### config.mk
export PLATFORM = sky130hd
export DESIGN_NAME = xip_cache_apb
export DESIGN_NICKNAME = d
export VERILOG_FILES = /design/src/rtl/xip_cache_apb.sv
export SDC_FILE = /design/constraint.sdc
export NUM_CORES = 1
export LEC_CHECK = 0
export ABC_CLOCK_PERIOD_IN_PS = 13500
export CORE_MARGIN = 10
export CORE_UTILIZATION = 57
export CTS_BUF_LIST = sky130_fd_sc_hd__clkbuf_4
export DETAILED_ROUTE_END_ITERATION = 8
export GPL_ROUTABILITY_DRIVEN = 0
export PLACE_DENSITY = 0.75
export SETUP_SLACK_MARGIN = 0.1
export SKIP_LAST_GASP = 1
export SYNTH_ARGS = -nofsm -noshare
export SYNTH_HDL_FRONTEND = slang
export SYNTH_SLANG_ARGS = --single-unit
### constraint.sdc
create_clock -name clock -period 13.5 [get_ports clock]
set_input_delay 2.7 -clock clock [delete_from_list [all_inputs] [get_ports clock]]
set_output_delay 2.7 -clock clock [all_outputs]
set_load 0.05 [all_outputs]
### src/rtl/xip_cache_apb.sv
// ---------------------------------------------------------------------------
// xip_cache_apb
// Direct-mapped, one-word-per-line read cache for execute-in-place flash.
// It sits between the CPU-side APB master and the SPI APB bridge.
//   - A flash-window read that hits returns in its first ACCESS cycle and
//     causes no downstream traffic.
//   - A flash-window read miss, and any access outside the window, becomes
//     exactly one downstream APB transfer (states REQ, ACC, RESP).
//   - A write inside the flash window is answered locally with pslverr=1.
//
// Ports
//   clock, reset                    clock; asynchronous active-high reset
//   in_p*                           upstream APB slave port (from the CPU)
//   out_p*                          downstream APB master port (to the bridge)
//   flush                           one-cycle pulse that invalidates every line
//   hit_cnt, miss_cnt               saturating performance counters
//
// Build option
//   XIP_CACHE_PERF_EN  when defined, hit_cnt/miss_cnt are implemented;
//                      otherwise both read as constant zero.
// ---------------------------------------------------------------------------
module xip_cache_apb #(
   parameter logic [31:0] flash_addr_start = 32'h1c000000,
   parameter logic [31:0] flash_addr_end   = 32'h2bffffff,
   parameter int unsigned LINE_NUM         = 16
) (
   input  logic        clock,
   input  logic        reset,
   // upstream request
   input  logic [31:0] in_paddr,
   input  logic        in_psel,
   input  logic        in_penable,
   input  logic [2:0]  in_pprot,
   input  logic        in_pwrite,
   input  logic [31:0] in_pwdata,
   input  logic [3:0]  in_pstrb,
   // upstream response
   output logic        in_pready,
   output logic [31:0] in_prdata,
   output logic        in_pslverr,
   // downstream request
   output logic [31:0] out_paddr,
   output logic        out_psel,
   output logic        out_penable,
   output logic [2:0]  out_pprot,
   output logic        out_pwrite,
   output logic [31:0] out_pwdata,
   output logic [3:0]  out_pstrb,
   // downstream response
   input  logic        out_pready,
   input  logic [31:0] out_prdata,
   input  logic        out_pslverr,
   // control / status
   input  logic        flush,
   output logic [31:0] hit_cnt,
   output logic [31:0] miss_cnt
);

   localparam int unsigned IDX  = $clog2(LINE_NUM);
   localparam int unsigned TAGW = 32 - IDX - 2;

   typedef enum logic [1:0] {
      S_IDLE = 2'd0,
      S_REQ  = 2'd1,
      S_ACC  = 2'd2,
      S_RESP = 2'd3
   } state_t;

   state_t              r_state;
   logic [LINE_NUM-1:0] r_valid;
   logic [TAGW-1:0]     r_tag  [LINE_NUM];
   logic [31:0]         r_data [LINE_NUM];

   // latched downstream request and captured response
   logic [31:0] r_out_paddr;
   logic        r_out_psel;
   logic        r_out_penable;
   logic [2:0]  r_out_pprot;
   logic        r_out_pwrite;
   logic [31:0] r_out_pwdata;
   logic [3:0]  r_out_pstrb;
   logic [31:0] r_rdata;
   logic        r_pslverr;
   logic        r_fill;
   logic        r_kill;

   logic            w_access;
   logic            w_xip;
   logic [IDX-1:0]  w_idx;
   logic [TAGW-1:0] w_tag;
   logic            w_hit;
   logic [IDX-1:0]  w_fill_idx;
   logic [TAGW-1:0] w_fill_tag;
   logic            w_line_we;

   // upstream address decode and lookup
   assign w_access = in_psel && in_penable;
   assign w_xip    = (in_paddr >= flash_addr_start) && (in_paddr <= flash_addr_end);
   assign w_idx    = in_paddr[IDX+1:2];
   assign w_tag    = in_paddr[31:IDX+2];
   assign w_hit    = (r_state == S_IDLE) && w_access && w_xip && !in_pwrite &&
                     r_valid[w_idx] && (r_tag[w_idx] == w_tag);

   // line install on a clean, un-killed fill completion
   assign w_fill_idx = r_out_paddr[IDX+1:2];
   assign w_fill_tag = r_out_paddr[31:IDX+2];
   assign w_line_we  = (r_state == S_ACC) && out_pready && r_fill &&
                       !out_pslverr && !r_kill;

   // transfer sequencer: IDLE -> REQ -> ACC -> RESP -> IDLE
   always_ff @(posedge clock or posedge reset) begin
      if (reset) begin
         r_state       <= S_IDLE;
         r_out_paddr   <= '0;
         r_out_psel    <= 1'b0;
         r_out_penable <= 1'b0;
         r_out_pprot   <= '0;
         r_out_pwrite  <= 1'b0;
         r_out_pwdata  <= '0;
         r_out_pstrb   <= '0;
         r_rdata       <= '0;
         r_pslverr     <= 1'b0;
         r_fill        <= 1'b0;
         r_kill        <= 1'b0;
      end else begin
         case (r_state)
            S_IDLE: begin
               if (w_access && !w_hit) begin
                  if (w_xip && in_pwrite) begin
                     // writes to flash are refused locally
                     r_rdata   <= '0;
                     r_pslverr <= 1'b1;
                     r_fill    <= 1'b0;
                     r_state   <= S_RESP;
                  end else begin
                     r_out_paddr  <= in_paddr;
                     r_out_pprot  <= in_pprot;
                     r_out_pwrite <= in_pwrite;
                     r_out_pwdata <= in_pwdata;
                     r_out_pstrb  <= in_pstrb;
                     r_out_psel   <= 1'b1;
                     r_fill       <= w_xip;
                     r_state      <= S_REQ;
                  end
               end
            end
            S_REQ: begin
               r_out_penable <= 1'b1;
               r_state       <= S_ACC;
            end
            S_ACC: begin
               if (out_pready) begin
                  r_rdata       <= out_prdata;
                  r_pslverr     <= out_pslverr;
                  r_out_psel    <= 1'b0;
                  r_out_penable <= 1'b0;
                  r_state       <= S_RESP;
               end
            end
            S_RESP: begin
               r_kill  <= 1'b0;
               r_state <= S_IDLE;
            end
            default: r_state <= S_IDLE;
         endcase

         // a flush racing an in-flight fill must keep that fill out of the array
         if (flush && r_fill && ((r_state == S_REQ) || (r_state == S_ACC)))
            r_kill <= 1'b1;
      end
   end

   // valid bits: flush has priority over a same-cycle install
   always_ff @(posedge clock or posedge reset) begin
      if (reset) begin
         r_valid <= '0;
      end else if (flush) begin
         r_valid <= '0;
      end else if (w_line_we) begin
         r_valid[w_fill_idx] <= 1'b1;
      end
   end

   // tag and data storage, qualified by r_valid so no reset is needed
   always_ff @(posedge clock) begin
      if (w_line_we) begin
         r_tag[w_fill_idx]  <= w_fill_tag;
         r_data[w_fill_idx] <= out_prdata;
      end
   end

   // upstream response: hits are answered combinationally in IDLE
   assign in_pready  = w_hit || (r_state == S_RESP);
   assign in_prdata  = w_hit ? r_data[w_idx] :
                       ((r_state == S_RESP) ? r_rdata : 32'h0);
   assign in_pslverr = (r_state == S_RESP) && r_pslverr;

   assign out_paddr   = r_out_paddr;
   assign out_psel    = r_out_psel;
   assign out_penable = r_out_penable;
   assign out_pprot   = r_out_pprot;
   assign out_pwrite  = r_out_pwrite;
   assign out_pwdata  = r_out_pwdata;
   assign out_pstrb   = r_out_pstrb;

`ifdef XIP_CACHE_PERF_EN
   logic [31:0] r_hit_cnt;
   logic [31:0] r_miss_cnt;
   logic        w_fill_start;

   assign w_fill_start = (r_state == S_IDLE) && w_access && !w_hit &&
                         w_xip && !in_pwrite;

   // saturating counters, cleared only by reset
   always_ff @(posedge clock or posedge reset) begin
      if (reset) begin
         r_hit_cnt  <= '0;
         r_miss_cnt <= '0;
      end else begin
         if (w_hit && (r_hit_cnt != 32'hffffffff))
            r_hit_cnt <= r_hit_cnt + 32'd1;
         if (w_fill_start && (r_miss_cnt != 32'hffffffff))
            r_miss_cnt <= r_miss_cnt + 32'd1;
      end
   end

   assign hit_cnt  = r_hit_cnt;
   assign miss_cnt = r_miss_cnt;
`else
   assign hit_cnt  = 32'h0;
   assign miss_cnt = 32'h0;
`endif

endmodule

==> results of run 1 <==
-- placed cells by master (no fill, tap or decap), drive strengths merged, types with 6 or more instances in the layout --
| cell type | n |
|---|---|
| xor2 | 21 |
| nand3 | 25 |
| conb | 64 |
| inv | 26 |
| edfxtp | 928 |
| o21ai | 40 |
| mux2i | 66 |
| and3 | 8 |
| a21oi | 29 |
| a22oi | 17 |
| a2bb2oi | 8 |
| o22ai | 10 |
| and2 | 9 |
| mux2 | 72 |
| nor2 | 74 |
| a211oi | 6 |
| clkdlybuf4s50 | 214 |
| clkinv | 22 |
| xnor2 | 16 |
| o221ai | 8 |
| nor3b | 7 |
| buf | 47 |
| dfrtp | 127 |
| a221o | 20 |
| a22o | 8 |
| nand2b | 14 |
| clkbuf | 447 |
| mux4 | 252 |
| a31oi | 6 |
| nand2 | 99 |
| nor2b | 30 |
-- worst paths after layout --
check                                        endpoint  slack (ns)  cells past startpoint
hold / removal                r_valid[12]$_DFFE_PP0P_        0.49                      2
max in group asynchronous   out_paddr[22]$_DFFE_PP0P_        9.92                      3
min in group asynchronous     r_rdata[31]$_DFFE_PP0P_        2.14                      2
setup reg to reg           out_pwdata[24]$_DFFE_PP0P_        9.19                      9
hold reg to reg               r_valid[12]$_DFFE_PP0P_        0.49                      2
setup / recovery                        in_prdata[19]        2.67                     13
-- flip-flops by register name, indices dropped and copies added, names as in the netlist --
register	count
out_pwdata	32
out_penable	1
r_state	2
out_pprot	3
r_valid	16
r_pslverr	1
r_data	512
r_rdata	32
out_pwrite	1
r_fill	1
r_kill	1
out_psel	1
r_tag	416
out_paddr	32
out_pstrb	4
-- stage by stage --
step,util,hold slack [ns],area (sq um),worst slack [ns]
floorplan,-,0.4608,42930,4.585
finish,0.6615,0.4949,49160,2.671
global route,0.6615,0.5132,49160,2.364
detailed placement,0.6142,0.4878,45650,2.597
global placement,0.6142,0.4733,45650,2.849
CTS,0.6614,0.4997,49160,2.587
-- layer usage --
| metal | up-vias | routed length [um] | GRT usage | part of all wire |
|---|---|---|---|---|
| li1 | 9607 | - | - | - |
| met1 | 11913 | 39100 | 0.3142 | 0.38 |
| met2 | 1327 | 50820 | 0.3830 | 0.50 |
| met3 | 186 | 10430 | 0.06900 | 0.10 |
| met4 | 2 | 2151 | 0.08206 | 0.021 |
| met5 | - | 9 | 0 | 0.000088 |
-- area by class of cell --
class / count / area [sq um]
Antenna cell: 3 / 7.507
Clock buffer: 447 / 3356
Clock inverter: 31 / 151.4
Fill cell: 4975 / 25160
Inverter: 18 / 72.57
Multi-Input combinational cell: 962 / 10810
Sequential cell: 1055 / 31040
Tap cell: 969 / 1212
Timing Repair Buffer: 261 / 2514
-- power groups by stage --
stage / Clock, uW / Combinational [uW] / Sequential (uW)
2_1_floorplan: 0 / 778 / 4550
3_3_place_gp: 0 / 1670 / 4220
3_5_place_dp: 0 / 1700 / 4250
4_1_cts: 2800 / 1710 / 4180
5_1_grt: 3000 / 1780 / 4220
6_report: 2740 / 1700 / 4180
-- worst min-delay path: cells and delay by family, from the launching register on --
kind	cells	cell delay [ns]
simple gates	2	0.12
flops	1	0.34
-- synthesized netlist by cell type (6+ instances only) --
master,number,area [sq um]
a211oi_1,6,45.04
a21oi_1,28,140.1
a221o_1,20,200.2
a22o_1,8,70.07
a22oi_1,17,127.6
a2bb2oi_1,8,70.07
a31oi_1,6,37.54
and2_1,6,37.54
and3_1,8,50.05
buf_12,7,140.1
buf_2,39,195.2
buf_4,71,533.0
clkbuf_1,57,214.0
dfrtp_1,127,3178
edfxtp_1,928,27870
inv_1,18,67.56
mux2_4,70,1051
mux2i_1,66,660.6
mux4_2,252,5675
nand2_1,98,367.9
nand2b_1,14,87.58
nand3_1,25,125.1
nor2_1,74,277.8
nor2b_1,29,181.4
nor3b_1,7,52.55
o21ai_0,40,200.2
o221ai_1,8,70.07
o22ai_1,10,62.56
xnor2_1,16,140.1
xor2_1,21,183.9
-- kinds of logic after synthesis --
kind of cell,share of synthesized area
DFF,0.7271
muxes,0.1735
and+or+nand+nor,0.03394
buffers and inverters,0.02816
AOI/OAI and AO/OA,0.02837
xor gates and xnor gates,0.007590
adders and majority gates,0.001172
other,0.00008783
==> run metrics, run 1 <==
run status=finished, final reports clean; CTS tree=yes; #FFs+latches synth=1055; minimum clock period=10.83 ns; global router's overall resource usage=0.2395; Critical Path, Cell by Cell=buf_8 > buf_4 > mux4_2 > mux2i_1 > mux2i_1 > xnor2_1 > nand4_1 > or4_4 > nor4_4 > buf_4 > nand2_1 > o21ai_0 > clkdlybuf4s50_1; first-pass GRT wire length=152300 um; total power=8632 uW; Layout Skew=0.1207 ns; crit-path max FO=75; Core ar.=74320 sq um; min-delay src=r_valid[12]$_DFFE_PP0P_; Post-Syn Instances=2154; post-route insts no fill=3746; IO buf count=218; pwr/cell area=175.6 nW/um^2; Slew Viols, Final=0; Startpoint Class=input port; DR vias=23035; Crit path required time=10.80 ns; clk_lat worst skew=1.12 ns; fin crit share=0.8021; initial antenna violation count=4; die width=293.7 um; antenna viol nets, final=0; hold-fix buffer count after cts=0; CTS sink count=1055; CP peak stage delay=0.96 ns; DIE AREA=86250 sq um; Leakage Power=0.01711 uW; I/O Pins=283; Seq pwr share=0.485; vias in the first global route=24163; placed wire-length estimate=56690 um; Nets=2697; slew margin rel.=0.07472; P&R area growth vs syn=15.15%; FFs w/ async S/R, synth=0.1204; crit end category=primary output; total CTS buffers=284; largest net degree at the start of global routing=96; Clock Path Buffers=4; Rows=100; Setup TNS=0 ns; Crit Path Class=input port to primary output; path type of the worst min-delay path=flip-flop to flip-flop; internal power=6056 uW; drt pass-1 iters=5; Synth cell types=63; die height=293.7 um; initial core utilization=0.5745; DP Cell Count=3265; number of synthesized flops with an enable pin=928; combinational share of power=0.197; number of synthesis warnings=0; CTS root buffer=clkbuf_4; final WL=102500 um; Avg Cell Area, Syn=19.82 sq um; postcts setup bufs=0; Most used DFF post-synth=edfxtp_1; Least-Margin Pin Slew=1.383 ns; P_sw=2576 uW; layout cells sized above 1=0.3089; # setup viols final=0; slowest stage cell, crit path=buf_4; Top Family by Delay on Critical Path=buffers and inverters; Clk pin slew, worst setup/hold paths=0.06 ns; H-Tree Depth=5; post-CTS resize count=0; clock share of power=0.318; Max VDD drop=0.0001439 V; vias per inst=6.149; switching fraction of total power=0.2984; RSZ-0062 raised after global routing=no; gr ovfl total=0; worst setup path startpoint=in_paddr[3]; WP buf/inv=4; register area share after synthesis=0.7271; Wirelength per Cell=27.37 um; residual DRC count=0; Arr. time, crit path=8.13 ns; Post-Syn Area=42690 sq um; RR Startpoint=r_tag[0][3]$_DFFE_PP_; final hold vios=0; initial DRC count=2519; max_cap viols=0; Max Clock Freq=92.35 MHz
Power figures use the tool's default switching activity.
==> inputs of run 2 (changes only) <==
--- a/config.mk
+++ b/config.mk
@@ -5,7 +5,7 @@
 export SDC_FILE = /design/constraint.sdc
 export NUM_CORES = 1
 export LEC_CHECK = 0
-export ABC_CLOCK_PERIOD_IN_PS = 13500
+export ABC_CLOCK_PERIOD_IN_PS = 10300
 export CORE_MARGIN = 10
 export CORE_UTILIZATION = 57
 export CTS_BUF_LIST = sky130_fd_sc_hd__clkbuf_4
==> constraint.sdc (replaced) <==
create_clock -name clock -period 10.3 [get_ports clock]
set_input_delay 2.06 -clock clock [delete_from_list [all_inputs] [get_ports clock]]
set_output_delay 2.06 -clock clock [all_outputs]
set_load 0.05 [all_outputs]
==> run metrics, run 2 (synthesis results as in run 1) <==
initial antenna violation count=3; P_sw=3366 uW; die width=293.7 um; Seq pwr share=0.489; Layout Skew=0.09542 ns; CP peak stage delay=0.89 ns; # setup viols final=0; path type of the worst min-delay path=flip-flop to flip-flop; clock share of power=0.315; P&R area growth vs syn=15.03%; run status=finished, final reports clean; Crit path required time=8.24 ns; CTS sink count=1055; crit end category=primary output; WHS=0.4980 ns; global router's overall resource usage=0.2372; layout cells sized above 1=0.2959; RSZ-0062 raised after global routing=no; Worst path most repeated cell=buf_4; Max VDD drop=0.0002146 V; H-Tree Depth=5; internal power=7873 uW; most frequent cells in the layout=edfxtp_1, clkbuf_4, mux4_2, clkdlybuf4s50_1, dfrtp_1; WP buf/inv=4; Slew Viols, Final=0; crit-path max FO=68; Startpoint Class=input port; Rows=100; postcts setup bufs=0; most common cell after layout, fill and taps aside=edfxtp_1; Arr. time, crit path=6.80 ns; largest net degree at the start of global routing=93; DR vias=22951; Core ar.=74320 sq um; Setup WS pre-CTS=1.488 ns; Wirelength per Cell=27.00 um; initial core utilization=0.5745; vias in the first global route=24120; final setup margin=1.440 ns; Max Clock Freq=112.9 MHz; Critical Path, Cell by Cell=buf_4 > buf_4 > mux4_2 > nor2b_1 > a211oi_1 > a21oi_1 > xnor2_1 > nand2_1 > nor4_4 > buf_4 > nand2_1 > o21ai_0 > clkdlybuf4s50_1; clk_lat worst skew=1.11 ns; initial DRC count=2286; I/O Pins=283; post-CTS resize count=0; vias per inst=6.130; combinational share of power=0.197; Crit Path Class=input port to primary output; Leakage Power=0.01702 uW; die height=293.7 um; Top reg by flops=r_data; residual DRC count=0; DIE AREA=86250 sq um; CTS root buffer=clkbuf_4; minimum clock period=8.860 ns; Clock Path Buffers=4; final hold vios=0; Final Instance Area=49110 sq um; biggest regs=r_data x512, r_tag x416; antenna viol nets, final=0; placed inst area=45670 sq um; CTS tree=yes; switching fraction of total power=0.2995; Clk pin slew, worst setup/hold paths=0.05 ns; pwr/cell area=228.8 nW/um^2; placed wire-length estimate=56850 um; gr ovfl total=0; fin crit share=0.8602; final WL=101100 um; slew margin rel.=0.2432; Top Family by Delay on Critical Path=buffers and inverters; max_cap viols=0; total power=11240 uW; Nets=2694; Least-Margin Pin Slew=1.133 ns; max reg flops=512; Setup TNS=0 ns; total CTS buffers=281; IO buf count=218; first-pass GRT wire length=151800 um; slowest stage cell, crit path=clkdlybuf4s50_1; hold-fix buffer count after cts=0; drt pass-1 iters=5
-- run 2: metal layers --
layer,part of all wire,GRT usage,vias to the layer above
met5,0,0,-
met4,0.016,0.07180,0
met3,0.096,0.06425,146
met2,0.50,0.3810,1246
met1,0.39,0.3163,11949
li1,-,-,9610
-- run 2: path summary, 6_finish.rpt --
check	startpoint	endpoint	slack [ns]	cells past startpoint
setup reg to reg	r_tag[3][3]$_DFFE_PP_	out_pprot[0]$_DFFE_PP0P_	6.06	9
max in group asynchronous	reset	out_pwdata[29]$_DFFE_PP0P_	7.28	3
setup / recovery	in_paddr[5]	in_prdata[29]	1.44	13
hold / removal	r_valid[7]$_DFFE_PP0P_	r_valid[7]$_DFFE_PP0P_	0.50	2
min in group asynchronous	reset	r_rdata[27]$_DFFE_PP0P_	1.63	2
hold reg to reg	r_valid[7]$_DFFE_PP0P_	r_valid[7]$_DFFE_PP0P_	0.50	2
-- run 2: layout make-up --
cell class | instances | area [sq um]
Multi-Input combinational cell | 962 | 10810
Timing Repair Buffer | 261 | 2539
Clock buffer | 409 | 3070
Tap cell | 969 | 1212
Antenna cell | 4 | 10.01
Inverter | 18 | 72.57
Sequential cell | 1055 | 31040
Fill cell | 4898 | 25210
Clock inverter | 66 | 359.1
-- run 2: per-stage QoR --
step                      utilization  instances
after floorplan                     -       2217
after global placement         0.6145       3265
after detailed placement       0.6145       3265
after CTS                      0.6607       3740
after global routing           0.6608       3744
final                          0.6608       3744
-- run 2: tightest hold or removal path, cell delays in order (launching register included) --
cell and delay [ns]:
dfrtp_1 0.34, nor2_1 0.05, nor2_1 0.07
-- run 2: power by group through the flow --
stage	Clock, uW	Combinational [uW]	Sequential, uW
2_1_floorplan	0	1020	5970
3_3_place_gp	0	2180	5540
3_5_place_dp	0	2220	5580
4_1_cts	3620	2220	5490
5_1_grt	3870	2320	5550
6_report	3540	2210	5490
